**config.mk**
```make
export PLATFORM = sky130hd
export DESIGN_NAME = rock_motion_gen_flat
export DESIGN_NICKNAME = d
export VERILOG_FILES = /design/src/rtl/rock_motion_gen_pkg.sv /design/src/rtl/rock_motion_gen_if.sv /design/src/rtl/rock_motion_gen_tick.sv /design/src/rtl/rock_motion_gen.sv /design/src/flat_wrapper.sv
export SDC_FILE = /design/constraint.sdc
export NUM_CORES = 1
export LEC_CHECK = 0
export ABC_AREA = 1
export CORE_UTILIZATION = 55
export DETAILED_ROUTE_END_ITERATION = 12
export PLACE_DENSITY = 0.75
export SLEW_MARGIN = 25
export SYNTH_ARGS = -nofsm -noshare
export SYNTH_HDL_FRONTEND = slang
export SYNTH_SLANG_ARGS = --single-unit
```
**constraint.sdc**
```tcl
create_clock -name clk -period 5.4 [get_ports clk]
set_clock_uncertainty 0.1 [all_clocks]
set_input_delay 0.81 -clock clk [delete_from_list [all_inputs] [get_ports clk]]
set_output_delay 0.81 -clock clk [all_outputs]
set_load 0.01 [all_outputs]
```
**src/rtl/rock_motion_gen_pkg.sv**
```systemverilog
// Shared types and constants for the cradle motion generator.
// Positions are signed; intermediate sums use one extra bit so they never wrap.
package rock_pkg;

    localparam int AMP_SHIFT = 4;
    localparam int POS_W     = 8;
    localparam int PWM_W     = 7;
    localparam int AMP_W     = 3 + AMP_SHIFT;

    typedef enum logic [1:0] {
        IDLE,
        RUN,
        HOME
    } state_t;

    typedef logic signed [POS_W:0] wide_t;

    // |pos| never exceeds 112, so the magnitude always fits the PWM counter width.
    function automatic logic [PWM_W-1:0] pos_mag(input logic signed [POS_W-1:0] p);
        return PWM_W'(p[POS_W-1] ? -p : p);
    endfunction

endpackage

```
**src/rtl/rock_motion_gen_if.sv**
```systemverilog
// Settings from the controller and the cradle drive outputs, bundled as one port.
interface rock_motion_gen_if;
    import rock_pkg::*;

    logic [2:0]              A;
    logic [2:0]              F;
    logic                    error;
    logic signed [POS_W-1:0] pos;
    logic                    dir;
    logic                    pwm;
    logic                    center;
    logic                    busy;

    modport master (
        output A, F, error,
        input  pos, dir, pwm, center, busy
    );

    modport slave (
        input  A, F, error,
        output pos, dir, pwm, center, busy
    );

endinterface

```
**src/rtl/rock_motion_gen_tick.sv**
```systemverilog
// Motion tick divider: one-clk tick every TICK_DIV clks, the first one
// TICK_DIV clks after reset release.
module rock_tick #(
    parameter int TICK_DIV = 1000
) (
    input  logic clk,
    input  logic rst_n,
    output logic tick
);

    localparam int               CNT_W = $clog2(TICK_DIV);
    localparam logic [CNT_W-1:0] LAST  = CNT_W'(TICK_DIV - 1);

    logic [CNT_W-1:0] cnt;

    assign tick = (cnt == LAST);

    always_ff @(posedge clk or negedge rst_n) begin
        if (!rst_n) begin
            cnt <= '0;
        end else if (tick) begin
            cnt <= '0;
        end else begin
            cnt <= cnt + 1'b1;
        end
    end

endmodule

```
**src/rtl/rock_motion_gen.sv**
```systemverilog
// Cradle motion generator: triangular swing between +/-amp, settings applied only
// at centre crossings, homing to centre on fault, PWM duty proportional to |pos|.
module rock_motion_gen
    import rock_pkg::*;
#(
    parameter int TICK_DIV  = 1000,
    parameter int HOME_STEP = 2
) (
    input logic              clk,
    input logic              reset,
    rock_motion_gen_if.slave bus
);

    localparam logic signed [POS_W-1:0] ZERO   = '0;
    localparam logic signed [POS_W-1:0] HOME_S = POS_W'(HOME_STEP);

    state_t                  state, state_nxt;
    logic signed [POS_W-1:0] pos_q, pos_nxt, home_dn, home_up;
    logic                    dir_q, dir_nxt;
    logic [AMP_W-1:0]        amp_l, amp_nxt;
    logic [2:0]              step_l, step_nxt;
    logic                    center_nxt, cross_q, center_q;
    logic [PWM_W-1:0]        pwm_cnt;
    logic                    pwm_q;
    logic                    tick;
    logic                    settings_ok;
    wide_t                   pos_w, step_w, amp_w, neg_amp, run_sum;

    rock_tick #(
        .TICK_DIV(TICK_DIV)
    ) u_tick (
        .clk  (clk),
        .rst_n(reset),
        .tick (tick)
    );

    assign settings_ok = (|bus.A) && (|bus.F);
    assign pos_w       = {pos_q[POS_W-1], pos_q};
    assign step_w      = {{(POS_W - 2){1'b0}}, step_l};
    assign amp_w       = {{(POS_W + 1 - AMP_W){1'b0}}, amp_l};
    assign neg_amp     = -amp_w;
    assign run_sum     = dir_q ? pos_w + step_w : pos_w - step_w;
    assign home_dn     = pos_q - HOME_S;
    assign home_up     = pos_q + HOME_S;

    // NOTE: registers take <= so every one of them samples the pre-edge values.
    always_ff @(posedge clk or negedge reset) begin
        if (!reset) begin
            state    <= IDLE;
            pos_q    <= '0;
            dir_q    <= 1'b1;
            amp_l    <= '0;
            step_l   <= '0;
            cross_q  <= 1'b0;
            center_q <= 1'b0;
        end else begin
            state    <= state_nxt;
            pos_q    <= pos_nxt;
            dir_q    <= dir_nxt;
            amp_l    <= amp_nxt;
            step_l   <= step_nxt;
            cross_q  <= center_nxt;
            center_q <= cross_q;
        end
    end

    always_comb begin
        // NOTE: every output of this block gets a default first, so no path can infer a latch.
        state_nxt  = state;
        pos_nxt    = pos_q;
        dir_nxt    = dir_q;
        amp_nxt    = amp_l;
        step_nxt   = step_l;
        center_nxt = 1'b0;
        case (state)
            IDLE: begin
                if (tick && settings_ok && !bus.error) begin
                    amp_nxt   = {bus.A, {AMP_SHIFT{1'b0}}};
                    step_nxt  = bus.F;
                    pos_nxt   = {{(POS_W - 3){1'b0}}, bus.F};
                    dir_nxt   = 1'b1;
                    state_nxt = RUN;
                end
            end
            RUN: begin
                // A fault overrides any motion on this clk; pos waits for the next tick.
                if (bus.error) begin
                    state_nxt = HOME;
                end else if (tick) begin
                    if (dir_q) begin
                        if (run_sum >= amp_w) begin
                            pos_nxt = amp_w[POS_W-1:0];
                            dir_nxt = 1'b0;
                        end else begin
                            pos_nxt = run_sum[POS_W-1:0];
                        end
                    end else begin
                        if (run_sum <= neg_amp) begin
                            pos_nxt = neg_amp[POS_W-1:0];
                            dir_nxt = 1'b1;
                        end else begin
                            pos_nxt = run_sum[POS_W-1:0];
                        end
                    end
                    center_nxt = (pos_q > ZERO && pos_nxt <= ZERO) ||
                                 (pos_q < ZERO && pos_nxt >= ZERO);
                    if (center_nxt) begin
                        if (settings_ok) begin
                            amp_nxt  = {bus.A, {AMP_SHIFT{1'b0}}};
                            step_nxt = bus.F;
                        end else begin
                            state_nxt = HOME;
                        end
                    end
                end
            end
            HOME: begin
                if (tick) begin
                    if (pos_q > HOME_S) begin
                        pos_nxt = home_dn;
                        dir_nxt = 1'b0;
                    end else if (pos_q < -HOME_S) begin
                        pos_nxt = home_up;
                        dir_nxt = 1'b1;
                    end else begin
                        pos_nxt = ZERO;
                    end
                    if (pos_nxt == ZERO) begin
                        center_nxt = 1'b1;
                        dir_nxt    = 1'b1;
                        state_nxt  = IDLE;
                    end
                end
            end
            default: state_nxt = IDLE;
        endcase
    end

    always_ff @(posedge clk or negedge reset) begin
        if (!reset) begin
            pwm_cnt <= '0;
            pwm_q   <= 1'b0;
        end else begin
            pwm_cnt <= pwm_cnt + 1'b1;
            pwm_q   <= (pwm_cnt < pos_mag(pos_q));
        end
    end

    always_comb begin
        bus.busy   = (state != IDLE);
        bus.pos    = pos_q;
        bus.dir    = dir_q;
        bus.center = center_q;
        bus.pwm    = pwm_q;
    end

endmodule

```
**src/flat_wrapper.sv**
```systemverilog
// flat-port wrapper written by rule: the top's interface ports become plain ports
module rock_motion_gen_flat import rock_pkg::*;
#(
    parameter int TICK_DIV  = 1000,
    parameter int HOME_STEP = 2
)
  (clk, reset, bus_A, bus_F, bus_error, bus_pos, bus_dir, bus_pwm, bus_center, bus_busy);
  rock_motion_gen_if bus_i ();
  input logic clk;
  input logic reset;
  input wire logic [$bits(bus_i.A)-1:0] bus_A;
  input wire logic [$bits(bus_i.F)-1:0] bus_F;
  input wire logic [$bits(bus_i.error)-1:0] bus_error;
  output wire logic [$bits(bus_i.pos)-1:0] bus_pos;
  output wire logic [$bits(bus_i.dir)-1:0] bus_dir;
  output wire logic [$bits(bus_i.pwm)-1:0] bus_pwm;
  output wire logic [$bits(bus_i.center)-1:0] bus_center;
  output wire logic [$bits(bus_i.busy)-1:0] bus_busy;
  assign bus_i.A = bus_A;
  assign bus_i.F = bus_F;
  assign bus_i.error = bus_error;
  assign bus_pos = bus_i.pos;
  assign bus_dir = bus_i.dir;
  assign bus_pwm = bus_i.pwm;
  assign bus_center = bus_i.center;
  assign bus_busy = bus_i.busy;
  rock_motion_gen #(.TICK_DIV(TICK_DIV), .HOME_STEP(HOME_STEP)) u_core (.clk(clk), .reset(reset), .bus(bus_i));
endmodule
```
* Yosys cells after proc, flatten, opt, wreduce, memory -nomap -nowiden
Cells that the tools add are included.
Operators by class: add/subtract/negate cells 8, $lt $le $gt $ge 9, eq/ne operators 14, muxes and demuxes 54, reduce and logical (&&, ||, !) cells 18
Operators with widths (count):
- two-way mux 8 bit | 14
- two-way mux 7 bit | 6
- case mux 8 bit (3 select lines) | 1
- AND reduction 6 bit | 3
- two-way mux 3 bit | 5
- two-way mux 1 bit | 14
- two-way mux 2 bit | 7
- case mux 7 bit (2 select lines) | 1
- != test 2 x 1 -> 1 bit (second input constant) | 6
- adder 10 x 1 -> 10 bit (second input constant) | 1
- equality test 10 bit (second input constant) | 1
- two-way mux 10 bit | 1
- adder 8 x 4 -> 9 bit | 1
- greater-or-equal comparator 9 x 8 -> 1 bit | 1
- <= comparator 9 bit | 1
- two-way mux 9 bit | 1
- negator 7 -> 9 bit | 1
- subtractor 8 x 4 -> 9 bit | 1
- adder 8 x 3 -> 8 bit (second input constant) | 1
- greater-or-equal comparator 8 x 1 -> 1 bit (second input constant) | 1
- greater-than comparator 8 x 1 -> 1 bit (second input constant) | 1
- greater-than comparator 8 x 3 -> 1 bit (second input constant) | 1
- <= comparator 8 x 1 -> 1 bit (second input constant) | 1
- logical NOT 8 bit | 1
- 24 further kinds | 31
Storage, ports and cells: bits in registers 41, input bits 9, output and inout port bits 12, word-level logic and storage cells 113

* Longest topological paths before layout
depth after elaboration 15, gate-level depth with buffers 33, depth with buffers taken out 33

* By module
From an unflattened synthesis, not the netlist that was laid out.
Second synthesis, totals: cells, all modules 470, area, all modules 3407.0 sq um
By module, submodules not included:
- rock_motion_gen | instances 1, cells an instance 393, area each 2857.7 sq um, sequential area each 676.9 sq um
- rock_tick | instances 1, cells an instance 77, area each 549.3 sq um, sequential area each 250.2 sq um

* Least setup slack after synthesis
No wires, ideal clock.
path kind register to register, from register u_core.dir_q (netlist: u_core.bus.dir), to register u_core.amp_l[4], setup time 117 ps, arrival time 3754 ps, data required time 5183 ps, setup slack 1430 ps, cell stages (with the launch flop) 29, buffers on the path 1, clock period less this slack 3970 ps, cells stage by stage dfstp_2 inv_1 clkbuf_1 o21ai_0 ha_1 nand3_2 nand3_2 a31o_2 xor2_1 inv_1 ha_1 nand2_1 nor2_1 a211oi_1 nand2_1 nand2_1 nand2_2 nand2_4 nand2_4 nand2_2 inv_2 a21oi_4 nand2_1 nand2_2 nand2_2 nand2_4 nand2_4 nand2_1 nand2_1
On the way: cells in the longest elaborated chain, start to end 12, elaborated cells between the ends (all ways) 16, those cells by class 4 x order compare; 1 x eq/ne; 7 x mux; 4 x reduce/logical
RTL lines:
- start: declaration | line rock_motion_gen.sv:19 | logic dir_q, dir_nxt;
- start signal: assignment | line rock_motion_gen.sv:59 | dir_q <= dir_nxt;
- two-way mux 9 bit | line rock_motion_gen.sv:42 | assign run_sum = dir_q ? pos_w + step_w : pos_w - step_w;
- <= comparator 9 bit or greater-or-equal comparator 9 x 8 -> 1 bit (tied branches) | line rock_motion_gen.sv:98, rock_motion_gen.sv:91
- two-way mux 8 bit (on tied branches) | line rock_motion_gen.sv:98, rock_motion_gen.sv:91
- two-way mux 8 bit * | line rock_motion_gen.sv:90 | if (dir_q) begin
- two-way mux 8 bit * | line rock_motion_gen.sv:89 | end else if (tick) begin
- two-way mux 8 bit * | line rock_motion_gen.sv:87 | if (bus.error) begin
- two-way mux 8 bit * | line rock_motion_gen.sv:75 | case (state)
- <= comparator 8 x 1 -> 1 bit or greater-or-equal comparator 8 x 1 -> 1 bit (tied branches) | line rock_motion_gen.sv:105, rock_motion_gen.sv:106
- logical AND 1 bit (on tied branches) | line rock_motion_gen.sv:105, rock_motion_gen.sv:106
- logical OR 1 bit * | line rock_motion_gen.sv:105 | center_nxt = (pos_q > ZERO && pos_nxt <= ZERO) ||
- != test 2 x 1 -> 1 bit (no source line) *
- AND reduction 6 bit (no source line) *
- end signal: assignment | line rock_motion_gen.sv:60 | amp_l <= amp_nxt;
- end: declaration | line rock_motion_gen.sv:20 | logic [AMP_W-1:0] amp_l, amp_nxt;
Mark *: on every way between the ends. The rest lies on a longest branch, timed or not. The select of a mux whose other input is x is not followed. A chain may end at the register's enable or synchronous reset.

* Final worst setup path
from register u_core.step_l[0], to register u_core.amp_l[4]
On the way: cells in the longest elaborated chain, start to end 13, elaborated cells between the ends (all ways) 18, those cells by class 2 x add/sub; 4 x order compare; 1 x eq/ne; 7 x mux; 4 x reduce/logical
RTL lines:
- start: declaration | line rock_motion_gen.sv:21 | logic [2:0] step_l, step_nxt;
- start signal: assignment | line rock_motion_gen.sv:61 | step_l <= step_nxt;
- subtractor 8 x 4 -> 9 bit or adder 8 x 4 -> 9 bit (tied branches) | line rock_motion_gen.sv:42
- two-way mux 9 bit * | line rock_motion_gen.sv:42
- <= comparator 9 bit or greater-or-equal comparator 9 x 8 -> 1 bit (tied branches) | line rock_motion_gen.sv:98, rock_motion_gen.sv:91
- two-way mux 8 bit (on tied branches) | line rock_motion_gen.sv:98, rock_motion_gen.sv:91
- two-way mux 8 bit * | line rock_motion_gen.sv:90
- two-way mux 8 bit * | line rock_motion_gen.sv:89
- two-way mux 8 bit * | line rock_motion_gen.sv:87
- two-way mux 8 bit * | line rock_motion_gen.sv:75
- <= comparator 8 x 1 -> 1 bit or greater-or-equal comparator 8 x 1 -> 1 bit (tied branches) | line rock_motion_gen.sv:105, rock_motion_gen.sv:106
- logical AND 1 bit (on tied branches) | line rock_motion_gen.sv:105, rock_motion_gen.sv:106
- logical OR 1 bit * | line rock_motion_gen.sv:105
- != test 2 x 1 -> 1 bit (no source line) *
- AND reduction 6 bit (no source line) *
Marks and branches as above.

==> impl_metrics.py <==
metrics = {
    "critical_path": {
        "crit_fanout": 7,
        "critical_path_required_ps": 5480,
        "worst_path_dominant_cell_family": "simple AND/OR/NAND/NOR gates",
        "arrival_ps": 4620,
        "worstSetupStartpointType": "register",
        "path_common_cell": "nand2_1",
        "critPathBufInv": 3,
        "crit_type": "reg2reg",
        "end_kind": "register",
        "cp_slowest_stage_delay_ps": 400,
        "cp_slowest_cell": "dfrtp_1",
    },
    "global_routing": {
        "grt_pass1_wl_mm": 12.70,
        "antenna_found_initial": 0,
        "grt_pass1_vias": 2820,
        "grt_max_degree": 38,
        "grt_overflow_total": 0,
        "grt_usage": 0.2538,
    },
    "detailed_routing": {
        "drtPass1Iterations": 4,
        "drtIter0Drc": 215,
        "postRouteAntennaNets": 0,
        "vias_per_cell": 5.513,
        "post_drt_wl_per_cell_um": 13.38,
        "post-route-drc-count": 0,
        "vias": 3043,
        "wirelength_mm": 7.386,
    },
    "clocking": {
        "cts.clk_slew.worst_paths_ps": 80,
        "ctsHoldBuffers": 0,
        "tritoncts": "done",
        "htreeDepth": 2,
        "clk_latency_ps": 290,
        "post_cts_buffers": 0,
        "cts_sinks": 37,
        "ctsResizeCount": 0,
        "cts_buffer_depth": 2,
        "cts-buffers-inserted": 5,
        "root_buffer": "clkbuf_8",
    },
    "die": {
        "die_w_um": 80.26,
        "die_area_um2": 6441,
        "rows": 28,
        "die_h_um": 80.26,
        "core_area_um2": 5921,
        "ios": 21,
        "initial_core_util": 0.5689,
    },
    "sta": {
        "worst_pin_slew_ps": 844.8,
        "min_period_ps": 4536,
        "rsz0062_at_grt": "false",
        "period_share": 0.8400,
        "relSlewSlack": 0.4368,
        "hold_violations": 0,
        "max_freq_mhz": 220.4,
        "setup_viol": 0,
        "slew_viol_final": 0,
        "finalSetupTns_ps": 0,
    },
    "placed_design": {
        "post_dp_cell_area_um2": 3642,
        "numPlacedInstances": 544,
        "io_buffers": 20,
        "hpwl_mm": 5.949,
        "gp_congestion": 0.9537,
    },
    "layout": {
        "fin_area_um2": 3762,
        "final_nets": 523,
        "drive_gt1_frac": 0.1216,
        "final_util": 0.6355,
        "antenna_cells": 0,
        "layoutNonFillerInstCount": 552,
        "area_delta_synth_final_pct": 11.70,
    },
    "outcome": {
        "status": "complete, no violations",
    },
    "yosys": {
        "yosysSeqAreaShare": 0.2753,
        "synth_top_area_cell": "dfrtp_1",
        "yosysTopAreaCellShare": 0.2675,
        "synth_area_per_cell_um2": 7.435,
        "synth_area_um2": 3368,
        "syn_nets": 500,
        "yosys_warnings": 0,
        "ys_async_sr_fraction": 1.000,
        "yosysUniqueCellTypes": 45,
        "synthCells": 453,
        "ys_top_cells_by_area": "dfrtp_1, ha_1, nand2_1, inv_1, nand3_1",
        "ys_ff_latch": 37,
        "synth-edff-count": 0,
        "synth_ff_type": "dfrtp_1",
    },
    "pwr": {
        "p_leak_uw": 0.001912,
        "p_per_area_nw_per_um2": 167.3,
        "peakVddDrop_v": 0.0001428,
    },
    "min_path": {
        "hold_path.class": "reg2reg",
    },
    "job": {
        "max_cap_violations": 0,
    },
}
worst reg2reg max path, delay by kind of cell, from the launching register on:
kind	cells	cell delay, ps
simple gates	18	1490
buf+inv	3	260
compound gates	4	720
xor+xnor	1	230
fa+ha+maj	4	1180
flops	1	400
synthesized netlist by cell type (6+ instances only):
library cell and instances:
a21oi_1 23, dfrtp_1 36, ha_1 37, inv_1 71, inv_2 6, nand2_1 78, nand2_2 10, nand3_1 36
nand3_2 6, nand4_1 7, nor2_1 33, nor2_2 6, o21ai_0 20, o22ai_1 7, xor2_1 16
kinds of logic after synthesis:
logic type,after synthesis,synth area share
xor gates and xnor gates,20,0.05424
and+or+nand+nor,196,0.2883
AOI/OAI and AO/OA,78,0.1441
DFF,37,0.2753
buffers and inverters,84,0.09473
adders and majority gates,38,0.1434
flip-flops by register name, summed over array words and instances (netlist names):
name / flops
u_core.amp_l: 3
u_core.step_l: 3
u_core.bus.center: 1
u_core.state: 2
u_core.bus.pwm: 1
u_core.cross_q: 1
u_core.bus.pos: 8
u_core.bus.dir: 1
u_core.u_tick.cnt: 10
u_core.pwm_cnt: 7
final cells by class:
type                       instances  area, µm²
inverter                          79      296.5
multi-input combinational        332       2122
sequential                        37      927.1
clock inverter                     2      37.54
fill                             545       2158
clock buffer                       6      82.58
timing repair buffer              21      202.7
tap                               75      93.84
stage by stage:
stage                     hold slack [ps]  power (µW)  setup WS (ps)
final                               253.9       629.4          863.8
after global routing                272.6       660.1          436.2
after CTS                           261.1       635.9          864.7
after detailed placement            244.3       381.2          879.5
after global placement              238.3       380.1          919.8
after floorplan                     231.2       353.1           1430
placed cells by master (no fill, tap or decap), drive strengths merged, types with 2 or more instances in the layout:
master          n
o211ai          5
xor2           16
nand2          93
a31oi           3
xnor2           4
clkdlybuf4s50  19
dfrtp          36
a211oi          2
nand3          42
inv            77
nor3            6
o31ai           2
a21oi          27
nor4            5
ha             37
clkinv          2
buf             2
o21ai          25
nand4           7
a22oi           2
o22ai           7
or3             2
nor2           40
clkbuf          6
where the power goes:
part           total [µW]  internal [µW]  switching [µW]
Combinational        94.9           35.3            59.6
Clock                 253            150             103
Sequential            281            279            2.25
Total                 629            465             165
routing by layer:
layer  global-route usage  routed length, µm
met1               0.3751               3759
met2               0.3923               3233
met3              0.03523                352
met4              0.05536                 40
met5                    0                  0
final timing paths:
| kind | from | to | slack [ps] | cells after the start |
|---|---|---|---|---|
| worst max-delay path | u_core.step_l[0] | u_core.amp_l[4] | 860 | 30 |
| worst min-delay path | u_core.cross_q | u_core.bus.center | 250 | 0 |
| worst max register to register | u_core.step_l[0] | u_core.amp_l[4] | 860 | 30 |
| worst min register to register | u_core.cross_q | u_core.bus.center | 250 | 0 |
| max in group asynchronous | reset | u_core.u_tick.cnt[8] | 4140 | 1 |
| min in group asynchronous | reset | u_core.bus.pwm | 520 | 1 |
No activity file was read; power rests on OpenSTA's default activity.
